[config.mk]
export PLATFORM = sky130hd
export DESIGN_NAME = decim_output_serializer_flat
export DESIGN_NICKNAME = d
export VERILOG_FILES = /design/src/rtl/decim_output_serializer_if.sv /design/src/rtl/decim_output_serializer.sv /design/src/flat_wrapper.sv
export SDC_FILE = /design/constraint.sdc
export NUM_CORES = 1
export LEC_CHECK = 0
export ABC_AREA = 0
export BUFFER_PORTS_ARGS = -buffer_cell sky130_fd_sc_hd__buf_2
export CAP_MARGIN = 20
export CORE_MARGIN = 1
export CORE_UTILIZATION = 39
export CTS_BUF_LIST = sky130_fd_sc_hd__clkbuf_16
export DETAILED_ROUTE_END_ITERATION = 7
export GPL_TIMING_DRIVEN = 1
export RECOVER_POWER = 50
export SETUP_SLACK_MARGIN = 0.3
export SYNTH_ARGS = -nofsm -noshare
export SYNTH_HDL_FRONTEND = slang
export SYNTH_SLANG_ARGS = --single-unit
export TNS_END_PERCENT = 30
[constraint.sdc]
create_clock -name clk -period 2.7 [get_ports clk]
set_input_delay 0.27 -clock clk [delete_from_list [all_inputs] [get_ports clk]]
set_output_delay 0.27 -clock clk [all_outputs]
set_load 0.005 [all_outputs]
[src/rtl/decim_output_serializer_if.sv]
// Bundle between the decimation filter / control logic (master) and the
// output serializer (slave): parallel word in, 3-wire serial link and status out.
interface decim_output_serializer_if #(
  parameter int DATA_BITS  = 16,
  parameter int FIFO_DEPTH = 4
);
  localparam int CNT_W = $clog2(FIFO_DEPTH) + 1;

  logic [DATA_BITS-1:0] din;
  logic                 din_valid;
  logic                 enable;
  logic                 clear_ovf;
  logic                 sclk;
  logic                 sdata;
  logic                 fsync;
  logic                 busy;
  logic [CNT_W-1:0]     fifo_count;
  logic                 overflow;

  modport master (
    output din, din_valid, enable, clear_ovf,
    input  sclk, sdata, fsync, busy, fifo_count, overflow
  );

  modport slave (
    input  din, din_valid, enable, clear_ovf,
    output sclk, sdata, fsync, busy, fifo_count, overflow
  );
endinterface

[src/rtl/decim_output_serializer.sv]
// Output stage of the decimation filter: captures each decimated word into a
// small FIFO and shifts it out MSB-first on sclk/sdata/fsync. Every output is
// driven straight from a flop so the serial pins never glitch.
module decim_output_serializer #(
  parameter int DATA_BITS  = 16,
  parameter int FIFO_DEPTH = 4,
  parameter int DIV        = 1
) (
  input logic                      clk,
  input logic                      reset,
  decim_output_serializer_if.slave bus
);
  localparam int PTR_W = $clog2(FIFO_DEPTH);
  localparam int CNT_W = PTR_W + 1;
  // Holds both the half-period count (DIV) and the gap count (2*DIV).
  localparam int DIV_W = $clog2(2 * DIV);
  localparam int BIT_W = (DATA_BITS > 1) ? $clog2(DATA_BITS) : 1;

  localparam logic [CNT_W-1:0] FULL_CNT  = CNT_W'(FIFO_DEPTH);
  localparam logic [DIV_W-1:0] HALF_LAST = DIV_W'(DIV - 1);
  localparam logic [DIV_W-1:0] GAP_LAST  = DIV_W'(2 * DIV - 1);
  localparam logic [BIT_W-1:0] BIT_LAST  = BIT_W'(DATA_BITS - 1);

  typedef enum logic [1:0] {
    IDLE  = 2'd0,
    LOAD  = 2'd1,
    SHIFT = 2'd2,
    GAP   = 2'd3
  } state_t;

  // FIFO storage and bookkeeping
  logic [DATA_BITS-1:0] mem_r [FIFO_DEPTH];
  logic [PTR_W-1:0]     wr_ptr_r;
  logic [PTR_W-1:0]     rd_ptr_r;
  logic [CNT_W-1:0]     count_r;
  logic                 overflow_r;

  logic [DATA_BITS-1:0] head_s;
  logic                 full_s;
  logic                 pop_s;
  logic                 push_s;
  logic                 drop_s;

  // Transmitter state
  state_t               state_r;
  state_t               next_state_s;
  logic [DATA_BITS-1:0] shreg_r;
  logic [DATA_BITS-1:0] shreg_s;
  logic [DIV_W-1:0]     div_cnt_r;
  logic [DIV_W-1:0]     div_cnt_s;
  logic [BIT_W-1:0]     bit_cnt_r;
  logic [BIT_W-1:0]     bit_cnt_s;
  logic                 sclk_r;
  logic                 sclk_s;
  logic                 sdata_r;
  logic                 sdata_s;
  logic                 fsync_r;
  logic                 fsync_s;
  logic                 busy_r;
  logic                 busy_s;

  logic                 half_tick_s;
  logic                 gap_done_s;
  logic                 last_fall_s;

  assign head_s = mem_r[rd_ptr_r];
  assign full_s = (count_r == FULL_CNT);
  // The head word leaves the FIFO at the end of the LOAD cycle.
  assign pop_s  = (state_r == LOAD);
  // A full FIFO still accepts a word when a pop frees a slot in the same cycle.
  assign push_s = bus.din_valid & (~full_s | pop_s);
  assign drop_s = bus.din_valid & full_s & ~pop_s;

  assign half_tick_s = (div_cnt_r == HALF_LAST);
  assign gap_done_s  = (div_cnt_r == GAP_LAST);
  assign last_fall_s = half_tick_s & sclk_r & (bit_cnt_r == BIT_LAST);

  // FIFO write, pointer advance and registered fill level
  always_ff @(posedge clk or posedge reset) begin
    if (reset) begin
      for (int i = 0; i < FIFO_DEPTH; i++) begin
        mem_r[i] <= {DATA_BITS{1'b0}};
      end
      wr_ptr_r <= PTR_W'(0);
      rd_ptr_r <= PTR_W'(0);
      count_r  <= CNT_W'(0);
    end else begin
      if (push_s) begin
        mem_r[wr_ptr_r] <= bus.din;
        wr_ptr_r        <= wr_ptr_r + PTR_W'(1);
      end else begin
        wr_ptr_r <= wr_ptr_r;
      end
      if (pop_s) begin
        rd_ptr_r <= rd_ptr_r + PTR_W'(1);
      end else begin
        rd_ptr_r <= rd_ptr_r;
      end
      case ({push_s, pop_s})
        2'b10:   count_r <= count_r + CNT_W'(1);
        2'b01:   count_r <= count_r - CNT_W'(1);
        default: count_r <= count_r;
      endcase
    end
  end

  // Sticky overflow: a drop beats a simultaneous clear
  always_ff @(posedge clk or posedge reset) begin
    if (reset) begin
      overflow_r <= 1'b0;
    end else if (drop_s) begin
      overflow_r <= 1'b1;
    end else if (bus.clear_ovf) begin
      overflow_r <= 1'b0;
    end else begin
      overflow_r <= overflow_r;
    end
  end

  // FSM state register
  always_ff @(posedge clk or posedge reset) begin
    if (reset) begin
      state_r <= IDLE;
    end else begin
      state_r <= next_state_s;
    end
  end

  // FSM next-state decode
  always_comb begin
    next_state_s = state_r;
    case (state_r)
      IDLE: begin
        if (bus.enable && (count_r != CNT_W'(0))) begin
          next_state_s = LOAD;
        end else begin
          next_state_s = IDLE;
        end
      end
      LOAD: begin
        next_state_s = SHIFT;
      end
      SHIFT: begin
        if (last_fall_s) begin
          next_state_s = GAP;
        end else begin
          next_state_s = SHIFT;
        end
      end
      GAP: begin
        if (gap_done_s) begin
          next_state_s = IDLE;
        end else begin
          next_state_s = GAP;
        end
      end
      default: begin
        next_state_s = IDLE;
      end
    endcase
  end

  // FSM outputs: next values of the serial pins and the bit/clock dividers
  always_comb begin
    shreg_s   = shreg_r;
    div_cnt_s = div_cnt_r;
    bit_cnt_s = bit_cnt_r;
    sclk_s    = 1'b0;
    sdata_s   = 1'b0;
    fsync_s   = 1'b0;
    case (state_r)
      IDLE: begin
        // Present the MSB and frame sync already in the LOAD cycle.
        if (next_state_s == LOAD) begin
          sdata_s = head_s[DATA_BITS-1];
          fsync_s = 1'b1;
        end else begin
          sdata_s = 1'b0;
          fsync_s = 1'b0;
        end
      end
      LOAD: begin
        shreg_s   = head_s;
        div_cnt_s = DIV_W'(0);
        bit_cnt_s = BIT_W'(0);
        sdata_s   = head_s[DATA_BITS-1];
        fsync_s   = 1'b1;
      end
      SHIFT: begin
        // The current bit always sits in the shift register MSB.
        sdata_s = shreg_r[DATA_BITS-1];
        fsync_s = fsync_r;
        sclk_s  = sclk_r;
        if (half_tick_s) begin
          div_cnt_s = DIV_W'(0);
          sclk_s    = ~sclk_r;
          if (sclk_r) begin
            // Falling edge: the receiver has taken this bit.
            bit_cnt_s = bit_cnt_r + BIT_W'(1);
            if (last_fall_s) begin
              sdata_s = 1'b0;
              fsync_s = 1'b0;
            end else begin
              shreg_s = shreg_r << 1;
              sdata_s = shreg_r[DATA_BITS-2];
              fsync_s = 1'b0;
            end
          end else begin
            bit_cnt_s = bit_cnt_r;
          end
        end else begin
          div_cnt_s = div_cnt_r + DIV_W'(1);
        end
      end
      GAP: begin
        if (gap_done_s) begin
          div_cnt_s = DIV_W'(0);
        end else begin
          div_cnt_s = div_cnt_r + DIV_W'(1);
        end
      end
      default: begin
        div_cnt_s = DIV_W'(0);
        bit_cnt_s = BIT_W'(0);
      end
    endcase
    busy_s = (next_state_s != IDLE);
  end

  // Output and datapath registers updated alongside the state
  always_ff @(posedge clk or posedge reset) begin
    if (reset) begin
      shreg_r   <= {DATA_BITS{1'b0}};
      div_cnt_r <= DIV_W'(0);
      bit_cnt_r <= BIT_W'(0);
      sclk_r    <= 1'b0;
      sdata_r   <= 1'b0;
      fsync_r   <= 1'b0;
      busy_r    <= 1'b0;
    end else begin
      shreg_r   <= shreg_s;
      div_cnt_r <= div_cnt_s;
      bit_cnt_r <= bit_cnt_s;
      sclk_r    <= sclk_s;
      sdata_r   <= sdata_s;
      fsync_r   <= fsync_s;
      busy_r    <= busy_s;
    end
  end

  assign bus.sclk       = sclk_r;
  assign bus.sdata      = sdata_r;
  assign bus.fsync      = fsync_r;
  assign bus.busy       = busy_r;
  assign bus.fifo_count = count_r;
  assign bus.overflow   = overflow_r;
endmodule

[src/flat_wrapper.sv]
// flat-port wrapper written by rule: the top's interface ports become plain ports
module decim_output_serializer_flat 
#(
  parameter int DATA_BITS  = 16,
  parameter int FIFO_DEPTH = 4,
  parameter int DIV        = 1
)
  (clk, reset, bus_din, bus_din_valid, bus_enable, bus_clear_ovf, bus_sclk, bus_sdata, bus_fsync, bus_busy, bus_fifo_count, bus_overflow);
  decim_output_serializer_if #(.DATA_BITS(DATA_BITS), .FIFO_DEPTH(FIFO_DEPTH)) bus_i ();
  input logic clk;
  input logic reset;
  input wire logic [$bits(bus_i.din)-1:0] bus_din;
  input wire logic [$bits(bus_i.din_valid)-1:0] bus_din_valid;
  input wire logic [$bits(bus_i.enable)-1:0] bus_enable;
  input wire logic [$bits(bus_i.clear_ovf)-1:0] bus_clear_ovf;
  output wire logic [$bits(bus_i.sclk)-1:0] bus_sclk;
  output wire logic [$bits(bus_i.sdata)-1:0] bus_sdata;
  output wire logic [$bits(bus_i.fsync)-1:0] bus_fsync;
  output wire logic [$bits(bus_i.busy)-1:0] bus_busy;
  output wire logic [$bits(bus_i.fifo_count)-1:0] bus_fifo_count;
  output wire logic [$bits(bus_i.overflow)-1:0] bus_overflow;
  assign bus_i.din = bus_din;
  assign bus_i.din_valid = bus_din_valid;
  assign bus_i.enable = bus_enable;
  assign bus_i.clear_ovf = bus_clear_ovf;
  assign bus_sclk = bus_i.sclk;
  assign bus_sdata = bus_i.sdata;
  assign bus_fsync = bus_i.fsync;
  assign bus_busy = bus_i.busy;
  assign bus_fifo_count = bus_i.fifo_count;
  assign bus_overflow = bus_i.overflow;
  decim_output_serializer #(.DATA_BITS(DATA_BITS), .FIFO_DEPTH(FIFO_DEPTH), .DIV(DIV)) u_core (.clk(clk), .reset(reset), .bus(bus_i));
endmodule
# == Yosys cells after proc, flatten, opt, wreduce, memory -nomap -nowiden ==
# Index checks and enable logic that the tools add are counted.
# word_totals
regBits,99
word_cells,94
in_bits,21
# classes
n_mux,34
add_sub_neg,6
reduce_logical,12
magnitude_cmp,3
n_eq_ne,11
bitwise_logic,12
# ops
cell,n
16-bit 2-to-1 mux,6
64-bit bitwise mux,1
16-bit binary-select mux with 2-bit select,1
16-bit demux with 2-bit select,1
16-bit case mux with 2 select lines,1
1-bit 2-to-1 mux,15
1-bit case mux with 3 select lines,3
4-bit 2-to-1 mux,2
2-bit case mux with 4 select lines,1
4-bit case mux with 2 select lines,1
2-bit nonzero test,4
"2-bit by 1-bit equality test with 1-bit output, second input constant",3
"2-bit equality test, second input constant",3
"3-bit >= comparator, second input constant",2
2-bit NOT with 3-bit output,2
3-bit case mux with 2 select lines,1
3-bit nonzero test,2
1-bit AND,5
"2-bit by 1-bit adder with 2-bit output, second input constant",2
"4-bit by 1-bit adder with 4-bit output, second input constant",1
"4-bit equality test, second input constant",1
"2-bit != test, second input constant",2
1-bit NOT,4
4-bit AND reduction,1
other kinds (12),13

# == Longest topological paths before layout ==
# depth
word_depth,8
mapped_depth,11
ltp_nobuf,10

# == Worst setup path before layout ==
# No wires, ideal clock.
# synth_timing
kind,register to register
start,"register u_core.count_r[0], in the netlist u_core.bus.fifo_count[0]"
end,"register u_core.count_r[2], in the netlist u_core.bus.fifo_count[2]"
slack_ns,0.508
path_stages_with_launch,11
setup_time_ns,0.080
arrival_ns,2.112
required_ns,2.620
cell_sequence,dfrtp_1 or2_1 buf_4 o31a_1 inv_1 ha_1 inv_1 fa_1 xor2_1 nor2_1 xnor2_1
# synth_between
elab_chain_len,6
elab_cells_between_ends,10
# synth_lines
item,line_no,text
"start, declared",decim_output_serializer.sv:35,logic [CNT_W-1:0] count_r;
"start signal, assigned",decim_output_serializer.sv:100,2'b10: count_r <= count_r + CNT_W'(1);
"start signal, assigned",decim_output_serializer.sv:101,2'b01: count_r <= count_r - CNT_W'(1);
"start signal, assigned",decim_output_serializer.sv:102,default: count_r <= count_r;
3-bit equality test,decim_output_serializer.sv:67,assign full_s = (count_r == FULL_CNT);
1-bit NOT,decim_output_serializer.sv:71,assign push_s = bus.din_valid & (~full_s | pop_s);
1-bit OR,decim_output_serializer.sv:71,
1-bit AND,decim_output_serializer.sv:71,
2-bit by 1-bit equality test with 1-bit output / 2-bit equality test (equally long branches),decim_output_serializer.sv:99,"case ({push_s, pop_s})"
3-bit case mux with 2 select lines / 2-bit nonzero test (equally long branches),--,
# Parallel ways exist; a longest one is shown, timed or not.
# A chain may end at the register's enable or synchronous reset.

# == Worst setup path in the final report ==
# layout_timing
start,register u_core.state_r[1]
end,"register u_core.count_r[2], in the netlist u_core.bus.fifo_count[2]"
# layout_between
elab_chain_len,5
elab_cells_between_ends,7
# layout_lines
item,line_no,text
"start, declared",decim_output_serializer.sv:45,state_t state_r;
"start signal, assigned",decim_output_serializer.sv:125,state_r <= next_state_s;
2-bit by 1-bit equality test with 1-bit output (*),decim_output_serializer.sv:69,assign pop_s = (state_r == LOAD);
1-bit OR,decim_output_serializer.sv:71,
1-bit AND,decim_output_serializer.sv:71,
2-bit by 1-bit equality test with 1-bit output / 2-bit equality test (equally long branches),decim_output_serializer.sv:99,
3-bit case mux with 2 select lines / 2-bit nonzero test (equally long branches),--,
# Mark *: on every way between the ends. The rest lies on a longest branch, timed or not.

==> impl_metrics.csv <==
group,metric,value,unit
status,outcome,"complete, but fails checks",
status,violations,"max-capacitance violations, max-slew violations",
cells_and_area,layoutNonFillerInstCount,506,
sta,worstMarginPinSlew,2.165,ns
floorplan,die_y,113.4,µm
logic_synthesis,synth.most_common_cell,"dfrtp_1",
flow_run,max-cap-violations,1,
sta,maxSlewViolCount,100,
pwr,power,7.078,mW
cells_and_area,num-fill-cells,1068,
cells_and_area,fin_nets,361,
logic_synthesis,yosys-top-cells-count,"99 x dfrtp_1, 50 x mux2_4, 46 x mux2_2, 12 x inv_1, 10 x mux4_2",
logic_synthesis,ys_ff_latch,99,
floorplan,die_w,113.4,µm
global_route,antenna_found_initial,0,
global_route,grt_max_degree,100,
floorplan,start_util,0.4013,
logic_synthesis,async_flop_share,1.000,
sta,min_period,2.316,ns
global_route,grt_usage,0.1518,
pwr,power_density,1295,nW/µm²
sta,hold_violations,0,
pwr,internal_power,5.017,mW
logic_synthesis,synthTopCellsByArea,"dfrtp_1 51%, mux2_4 16%, mux2_2 11%",
pwr,seq_power_share,0.377,
cts,clk_path_buf_depth,2,
place,dp.cells,490,
worst_hold_path,min_path_cells,2,
routing,drt_wl_total,8669,µm
sta,fin_crit_sh,0.8579,
global_route,grt-ovfl-total,0,
place,gp_congestion,0.6941,
logic_synthesis,syn_nets,329,
floorplan,die_area,12860,µm²
logic_synthesis,yosysTopAreaCell,"dfrtp_1",
sta,finalWorstSetupSlack,0.3838,ns
routing,drcViolationCount,0,
logic_synthesis,synth_compound_area_frac,0.04084,
sta,fin_setup_tns,0,ns
critical_path,worst-path-stages,10,
cells_and_area,n_antenna_cell,0,
place,placed_cell_area,5121,µm²
logic_synthesis,synth_top_family_by_area,"multiplexers",
routing,via_per_inst,5.024,
logic_synthesis,yosys.area_share.xor_xnor,0.01266,
logic_synthesis,synth-main-ff-cell,"dfrtp_1",
routing,ant_nets,0,
global_route,grt_pass1_wl,14530,µm
place,hpwl,5408,µm
logic_synthesis,yosys.area_share.simple,0.03024,
cts,clkTransAtPathRegs,0.07,ns
critical_path,crit_path_end_kind,"flip-flop",
cts,clk_latency,0.35,ns
cts,post-cts-setup-buffers,0,
cts,cts_hold_buf,0,
sta,timing.slew.headroom,-0.4433,
critical_path,path_cells,"nand2b_1, inv_4, o31a_1, inv_1, ha_1, inv_1, fa_1, xor2_1, nor2_1, xnor2_1",
routing,routedWlPerCell,17.13,µm
logic_synthesis,yosysUniqueCellTypes,38,
place,port_buffers,28,
sta,rsz0062_at_grt,"no",
critical_path,cpMostUsedCell,"inv_1",
global_route,grt_pass1_vias,2659,
routing,drt_iter0_markers,137,
critical_path,path_class,"flip-flop to flip-flop",
logic_synthesis,synth_edf_count,0,
sta,skew,0.01056,ns
logic_synthesis,synth.area.mux_share,0.3432,
place,dp_slack,0.3763,ns
floorplan,row_count,40,
pwr,pwr-share-comb,0.403,
cts,cts_root_buf,"clkbuf_16",
critical_path,required,2.97,ns
cts,tritoncts,"done",
critical_path,cp-start-kind,"flip-flop",
critical_path,worstPathBufferInverterCount,3,
logic_synthesis,synth_cells,301,
pwr,switching_share,0.2912,
sta,fmax,431.7,MHz
cts,cts_buffers,9,
sta,finalSetupViolations,0,
floorplan,coreArea,12060,µm²
pwr,p_sw,2.061,mW
cts,cts.sinks,99,
pwr,leakagePower,2.507,nW
logic_synthesis,synth_fa_ha_area_frac,0.01964,
floorplan,num_io_pins,29,
critical_path,r2r_cells,10,
cts,htreeDepth,3,
logic_synthesis,yosysWarnings,0,
critical_path,crit_slowest_cell,"dfrtp_1",
logic_synthesis,ys_seq_area_frac,0.5118,
logic_synthesis,synth_top_area_frac,0.5118,
logic_synthesis,syn_area_per_cell,16.08,µm²
cells_and_area,final_cell_area,5464,µm²
cells_and_area,syn2layout_area_growth,12.87,%
worst_hold_path,min_path_type,"primary input to flip-flop",
cells_and_area,drive_above_1_share,0.4882,
routing,drt_first_pass_iters,4,
pwr,pwr-share-clk,0.220,
critical_path,critPathTopFamily,"adder cells",
critical_path,cp_max_fo,12,
routing,vias,2542,
logic_synthesis,synth.cell_area,4841,µm²
pwr,ir_worst_vdd,431.8,µV
critical_path,crit_path_max_incr_delay,0.41,ns
critical_path,crit_arrival,2.59,ns
[cells by family after synthesis]
group           after synthesis
mux                         113
buf+inv                      29
simple gates                 26
flops                        99
fa+ha+maj                     7
compound gates               20
xor+xnor                      7
[placed cells by master (no fill, tap or decap), types with 6 or more instances in the layout]
master     count
buf_4          7
mux4_1         6
mux2_4        50
inv_1         11
clkbuf_16      9
buf_2         28
ha_1           6
mux2_2        46
mux4_2        10
dfrtp_1       99
o21ai_0        9
[state kept, by name, summed over array words and instances (netlist names)]
name and flops:
u_core.wr_ptr_r 2, u_core.shreg_r 16, u_core.bus.fifo_count 3, u_core.div_cnt_r 1, u_core.mem_r 64, u_core.bus.fsync 1, u_core.bus.sclk 1, u_core.bus.busy 1
u_core.bus.overflow 1, u_core.state_r 2, u_core.bit_cnt_r 4, u_core.rd_ptr_r 2, u_core.bus.sdata 1
[worst register-to-register path: cells and delay by family (launching register included)]
kind / cells / cell delay, ns
xor gates and xnor gates: 2 / 0.27
AOI/OAI and AO/OA: 1 / 0.31
and+or+nand+nor: 2 / 0.41
DFF: 1 / 0.41
buffers and inverters: 3 / 0.29
adders and majority gates: 2 / 0.54
[final timing paths]
path / start / to / slack, ns
max in group asynchronous: reset / u_core.bit_cnt_r[1] / 0.68
max reg2reg: u_core.state_r[1] / u_core.bus.fifo_count[2] / 0.38
min reg2reg: u_core.mem_r[47] / u_core.mem_r[47] / 0.50
max: u_core.state_r[1] / u_core.bus.fifo_count[2] / 0.38
min in group asynchronous: reset / u_core.mem_r[9] / 0.75
min: bus_clear_ovf / u_core.bus.overflow / 0.12
[area by class of cell]
class,instances,area [µm²],area share
Inverter,14,58.81,0.01076
Timing Repair Buffer,36,196.4,0.03595
Multi-Input combinational cell,173,2157,0.3948
Clock inverter,7,138.9,0.02542
Sequential cell,99,2477,0.4534
Clock buffer,9,225.2,0.04122
Tap cell,168,210.2,0.03847
[power groups by stage]
stage	Sequential, mW	Combinational, mW	Clock (mW)
6_report	2.67	2.85	1.56
5_1_grt	2.76	3.10	1.65
4_1_cts	2.67	2.89	1.59
3_5_place_dp	2.69	2.89	0
3_3_place_gp	2.65	2.83	0
2_1_floorplan	2.53	2.51	0
[per-layer routing]
metal	GRT usage	part of all wire	vias to the layer above
li1	-	-	1164
met1	0.2074	0.48	1330
met2	0.2294	0.47	36
met3	0.03613	0.029	12
met4	0.07193	0.019	0
met5	0	0	-
[through the flow]
step	hold slack, ns	util
floorplan	0.3772	-
global placement	0.4610	0.4246
detailed placement	0.4718	0.4246
CTS	0.09397	0.4548
global route	0.1325	0.4530
finish	0.1159	0.4530
[timing repair]
item | 4_1_cts | 5_1_grt
hold endpoints to repair | 0 | 0
endpoints found under the setup margin | 0 | 1
resized for setup | 0 | 1
Note: power is estimated with default switching activity, not from simulation.
